**config.mk**
```make
export PLATFORM = sky130hd
export DESIGN_NAME = program_loader
export DESIGN_NICKNAME = d
export VERILOG_FILES = /design/src/rtl/program_loader_pkg.sv /design/src/rtl/program_loader.sv
export SDC_FILE = /design/constraint.sdc
export NUM_CORES = 1
export LEC_CHECK = 0
export BUFFER_PORTS_ARGS = -buffer_cell sky130_fd_sc_hd__buf_4
export CORE_AREA = 2 2 61 63
export CTS_BUF_LIST = sky130_fd_sc_hd__clkbuf_4 sky130_fd_sc_hd__clkbuf_8 sky130_fd_sc_hd__clkbuf_16
export CTS_CLUSTER_SIZE = 12
export DETAILED_ROUTE_END_ITERATION = 16
export DIE_AREA = 0 0 63 65
export PLACE_DENSITY = 0.82
export REMOVE_ABC_BUFFERS = 1
export SYNTH_ARGS = -nofsm -noshare
export SYNTH_HDL_FRONTEND = slang
export SYNTH_SLANG_ARGS = --single-unit
```
**constraint.sdc**
```tcl
create_clock -name clk -period 5.3 [get_ports clk]
set_clock_uncertainty 0.15 [all_clocks]
set_input_delay 0 -clock clk [delete_from_list [all_inputs] [get_ports clk]]
set_output_delay 0 -clock clk [all_outputs]
set_load 0.005 [all_outputs]
```
**src/rtl/program_loader_pkg.sv**
```systemverilog
// rtl/program_loader_pkg.sv - shared types and constants for the program loader
package program_loader_pkg;

  localparam int ADDR_W_DEF = 4;
  localparam int DATA_W_DEF = 8;
  localparam logic [7:0] SYNC_BYTE = 8'hA5;
  localparam int MAX_LEN = 1 << ADDR_W_DEF;

  typedef enum logic [2:0] {
    IDLE,
    LEN,
    DATA,
    CSUM,
    DONE,
    ERR
  } state_t;

  // A frame must carry at least one byte and no more than the memory holds.
  function automatic logic len_ok(input int unsigned len, input int unsigned depth);
    return (len != 0) && (len <= depth);
  endfunction

endpackage

```
**src/rtl/program_loader.sv**
```systemverilog
// rtl/program_loader.sv - receives a framed program image, writes it to core memory,
// verifies its checksum and releases the core on a good frame
module program_loader
  import program_loader_pkg::*;
#(
  parameter int ADDR_W = ADDR_W_DEF,
  parameter int DATA_W = DATA_W_DEF,
  parameter logic [DATA_W-1:0] SYNC = SYNC_BYTE
) (
  input  logic              clk,
  input  logic              reset,
  input  logic              in_valid,
  input  logic [DATA_W-1:0] in_data,
  output logic              in_ready,
  output logic              mem_we,
  output logic [ADDR_W-1:0] mem_addr,
  output logic [DATA_W-1:0] mem_wdata,
  output logic              cpu_hold,
  output logic              cpu_rst,
  output logic              load_done,
  output logic              load_err,
  output logic [ADDR_W:0]   bytes_loaded
);

  localparam int unsigned DEPTH = 1 << ADDR_W;

  state_t            state;
  state_t            state_nxt;
  logic [DATA_W-1:0] sum_q;
  logic [ADDR_W:0]   len_q;
  logic              accept;
  logic              is_sync;
  logic              len_good;
  logic [ADDR_W:0]   cnt_inc;

  assign accept   = in_valid & in_ready;
  assign is_sync  = (in_data == SYNC);
  assign len_good = len_ok(32'(in_data), DEPTH);
  assign cnt_inc  = bytes_loaded + {{ADDR_W{1'b0}}, 1'b1};

  // The single DONE cycle is the only time the loader refuses input.
  assign in_ready  = (state != DONE);
  assign load_done = (state == DONE);
  assign cpu_rst   = (state == DONE);

  always_ff @(posedge clk or posedge reset) begin
    if (reset) begin
      state <= IDLE;
    end else begin
      state <= state_nxt;
    end
  end

  always_comb begin
    state_nxt = state;
    case (state)
      IDLE, ERR: begin
        if (accept && is_sync) begin
          state_nxt = LEN;
        end
      end
      LEN: begin
        if (accept) begin
          state_nxt = len_good ? DATA : ERR;
        end
      end
      DATA: begin
        if (accept && (cnt_inc == len_q)) begin
          state_nxt = CSUM;
        end
      end
      CSUM: begin
        if (accept) begin
          state_nxt = (in_data == sum_q) ? DONE : ERR;
        end
      end
      DONE: begin
        state_nxt = IDLE;
      end
      default: begin
        state_nxt = IDLE;
      end
    endcase
  end

  // Write address is the running data-byte count, so bytes land at 0..LEN-1.
  always_ff @(posedge clk or posedge reset) begin
    if (reset) begin
      mem_we       <= 1'b0;
      mem_addr     <= '0;
      mem_wdata    <= '0;
      cpu_hold     <= 1'b1;
      load_err     <= 1'b0;
      bytes_loaded <= '0;
      sum_q        <= '0;
      len_q        <= '0;
    end else begin
      mem_we <= 1'b0;
      case (state)
        IDLE, ERR: begin
          if (accept && is_sync) begin
            cpu_hold     <= 1'b1;
            load_err     <= 1'b0;
            bytes_loaded <= '0;
          end
        end
        LEN: begin
          if (accept) begin
            if (len_good) begin
              len_q <= in_data[ADDR_W:0];
              sum_q <= '0;
            end else begin
              load_err <= 1'b1;
            end
          end
        end
        DATA: begin
          if (accept) begin
            mem_we       <= 1'b1;
            mem_addr     <= bytes_loaded[ADDR_W-1:0];
            mem_wdata    <= in_data;
            sum_q        <= sum_q + in_data;
            bytes_loaded <= cnt_inc;
          end
        end
        CSUM: begin
          if (accept && (in_data != sum_q)) begin
            load_err <= 1'b1;
          end
        end
        DONE: begin
          cpu_hold <= 1'b0;
        end
        default: begin
        end
      endcase
    end
  end

endmodule

```
==> impl_results.md <==
- Fin nets: 270
- Final setup viols: 0
- Hold Vio Cnt, Final: 0
- Synth Cell Area: 0.00197 mm²
- Worst Setup SP: state[2]
- Worst-path clk slew: 0.11 ns
- Synth Register Bits: 36
- Starting density of the core: 56.4%
- HP Class: in -> async
- CTS Sinks: 36
- Via density per instance: between 5 and 6
- Global route overflow: 0
- Int Power: about 0.55 mW
- Crit-path cells: nor2_1 -> nand3_2 -> inv_1 -> and3_1 -> mux2i_1 -> a22oi_2
- Slack of the worst reg-to-reg path: 2.65 ns
- Register area: 902 µm²
- Synth Warn #: 0
- CTS resizes: 0
- Final-layout fill cell count: 283
- Critical Path RT: 5.42 ns
- Clock root buffer: clkbuf_4
- Via count: 1,596
- NetSw: between 0.2 and 0.3 mW
- Minimum clock period after layout: 2.65 ns
- Clk Latency, worst-skew pair: around 0.34 ns
- CTS tree: done
- Post-synth ARST share: 100%
- Final period util: 50.1%
- Gr usage total: 23.8%
- Nature of the critical path endpoint: flop
- Worst hold margin: 0.151 ns
- Kind of critical path: reg -> reg
- First-pass GRT wire length: 7460 µm
- Core area: 0.00350 mm²
- Initial DRT Pass Iterations: 4
- DRC: 0
- Synth top cells by count: 49 x nand2_1, 35 x dfrtp_1, 13 x nor2_1, 10 x o21ai_0
- Max-cap check violation count: 0
- RSZ-0062 raised after global routing: false
- Flop pwr share: 47.9%
- Multi-input logic area: approximately 1000 µm²
- Lkg Pwr: 1.19 nW
- Switching Fraction: 33.4%
- Synth top area share: 44.4%
- Dpl hpwl: ~3000 µm
- EDFF count, synth: 0
- Final Max Tran Viols: 0
- FMAX: around 380 MHz
- Final RePlAce weighted congestion: around 0.86
- Worst reg2reg path depth: 6
- Outcome: complete, no violations
- Boundary Pins: 34
- Row count: 22
- Crit-path max cell delay: around 0.72 ns
- Count leader, synth: nand2_1
- Syn_area_per_cell: 9.53 µm²
- Register area share after synthesis: 45.7%
- CTS Buf Count: 5
- Netlist cell types: 45
- Gate Count Post-Synth: 207
- Post-synth top area cell: dfrtp_1
- R2r endpoint: sum_q[7]
- Crit path DAT: about 2.8 ns
- Wire per inst: roughly 14 µm
- Die area: 0.00410 mm²
- H-tree levels: 2
- I/O Buffers: 33
- Largest net degree at the start of global routing: 37
- Die Wd: 63 µm
- Max-slew headroom: roughly 53%
- Clk pwr share: 17.3%
- Worst slew pin tran: 0.704 ns
- Combinational Power Share: 34.8%
- # diodes: 0
- Setup TNS: 0 ns
- RR Startpoint: state[2]
- CTS Buffer Depth: 2
- Ys flop type: dfrtp_1
- Drt total wl: 4220 µm
- Antenna violations before repair: 0
- Master of the slowest instance on the critical path: inv_1
- Die Span Y: around 65 µm
- Most area-consuming cells after synthesis: dfrtp_1 44%, nand2_1 9.3%, ha_1 5.1%
- Post-route ant nets: 0
- VDD IR max: 0.217 mV
- Vias in the first global route: 1,575
- Crit-path max FO: 26
- PD cells: 344 mW/mm²
- Critical path launch point type: flop
- Starting DRC count in detailed routing: 106
- Area growth, synth to finish: 21.4%
- Crit path to: sum_q[7]
- Share of cells above drive strength 1: 22.0%
==> through the flow <==
stage	cell area, µm²	total power [mW]	setup WS (ns)	std cells	utilization [%]
finish	2390	0.823	2.65	298	68.5
global route	2390	0.886	2.45	298	68.5
CTS	2390	0.826	2.67	298	68.5
detailed placement	2240	0.679	2.70	281	64.2
global placement	2240	0.670	2.80	281	64.2
floorplan	1930	0.576	3.21	199	-
==> power groups by stage <==
stage | combinational (mW) | sequential [mW] | clock, mW
2_1_floorplan | 0.185 | 0.391 | 0
3_3_place_gp | 0.272 | 0.398 | 0
3_5_place_dp | 0.278 | 0.401 | 0
4_1_cts | 0.286 | 0.395 | 0.145
5_1_grt | 0.323 | 0.405 | 0.159
6_report | 0.287 | 0.395 | 0.142
==> worst max-delay path: cells and delay by family (launching register included) <==
family                 cells  cell delay, ns
and+or+nand+nor            3            0.97
buffers and inverters      1            0.72
muxes                      1            0.08
AOI/OAI and AO/OA          1            0.19
DFF                        1            0.45
==> flip-flops by register name (all words and copies together) (netlist names) <==
name / count
bytes_loaded: 5
cpu_hold: 1
len_q: 5
load_err: 1
mem_addr: 4
mem_wdata: 8
mem_we: 1
state: 3
sum_q: 8
==> layer usage <==
metal / part of all wire, % / global-route usage [%] / vias to the layer above
met5: 0 / 0 / -
met4: 0.78 / 8.33 / 0
met3: 4.6 / 4.86 / 2
met2: 50 / 39.1 / 49
met1: 44 / 31.4 / 750
li1: - / - / 795
==> cell families (layout without fill, tap and decap cells) <==
family / after synthesis / after routing / synth area share (%)
buf+inv: 15 / 58 / 3.55
simple gates: 91 / 91 / 22.7
mux: 7 / 7 / 3.87
flops: 36 / 36 / 45.7
fa+ha+maj: 9 / 9 / 6.09
compound gates: 34 / 34 / 11.4
xor+xnor: 15 / 15 / 6.66
==> placed cells by master, fill, tap and decap left out, types with 2 or more instances in the layout <==
cell	count
mux2_2	5
xnor2_1	8
dlygate4sd3_1	10
clkbuf_4	6
nor4_2	3
nand3_1	7
o21a_1	3
inv_1	7
nand3_2	2
and3_1	2
nand2_1	49
a22o_1	2
buf_4	34
ha_1	8
nor4b_1	2
o21ai_0	10
nor4_1	3
nor2_1	13
mux2i_1	2
nor2b_1	2
a21oi_1	8
xor2_1	7
dfrtp_1	35
==> worst min-delay path by stage <==
stage	slack (ns)	to	start	cells past startpoint
2_1_floorplan	-0.04	mem_wdata[0]	in_data[0]	2
3_3_place_gp	-0.02	mem_wdata[3]	reset	3
3_5_place_dp	-0.01	mem_wdata[3]	reset	3
4_1_cts	0.16	mem_addr[0]	reset	4
5_1_grt	0.19	state[2]	reset	4
6_report	0.15	mem_addr[0]	reset	4
==> final cells by class <==
class                   instances  share of cell area, %
repair buffers                 44                   14.8
multi-input cells             156                   41.8
flip-flops and latches         36                   37.7
inverters                       7                   1.10
well taps                      48                   2.51
clock buffers                   6                   1.88
clock inverters                 1                  0.209
==> repair_timing <==
item	CTS	global route
setup buffers	0	0
hold buffers	10	0
endpoints found under the hold margin	61	0
No activity file was read; power rests on OpenSTA's default activity.
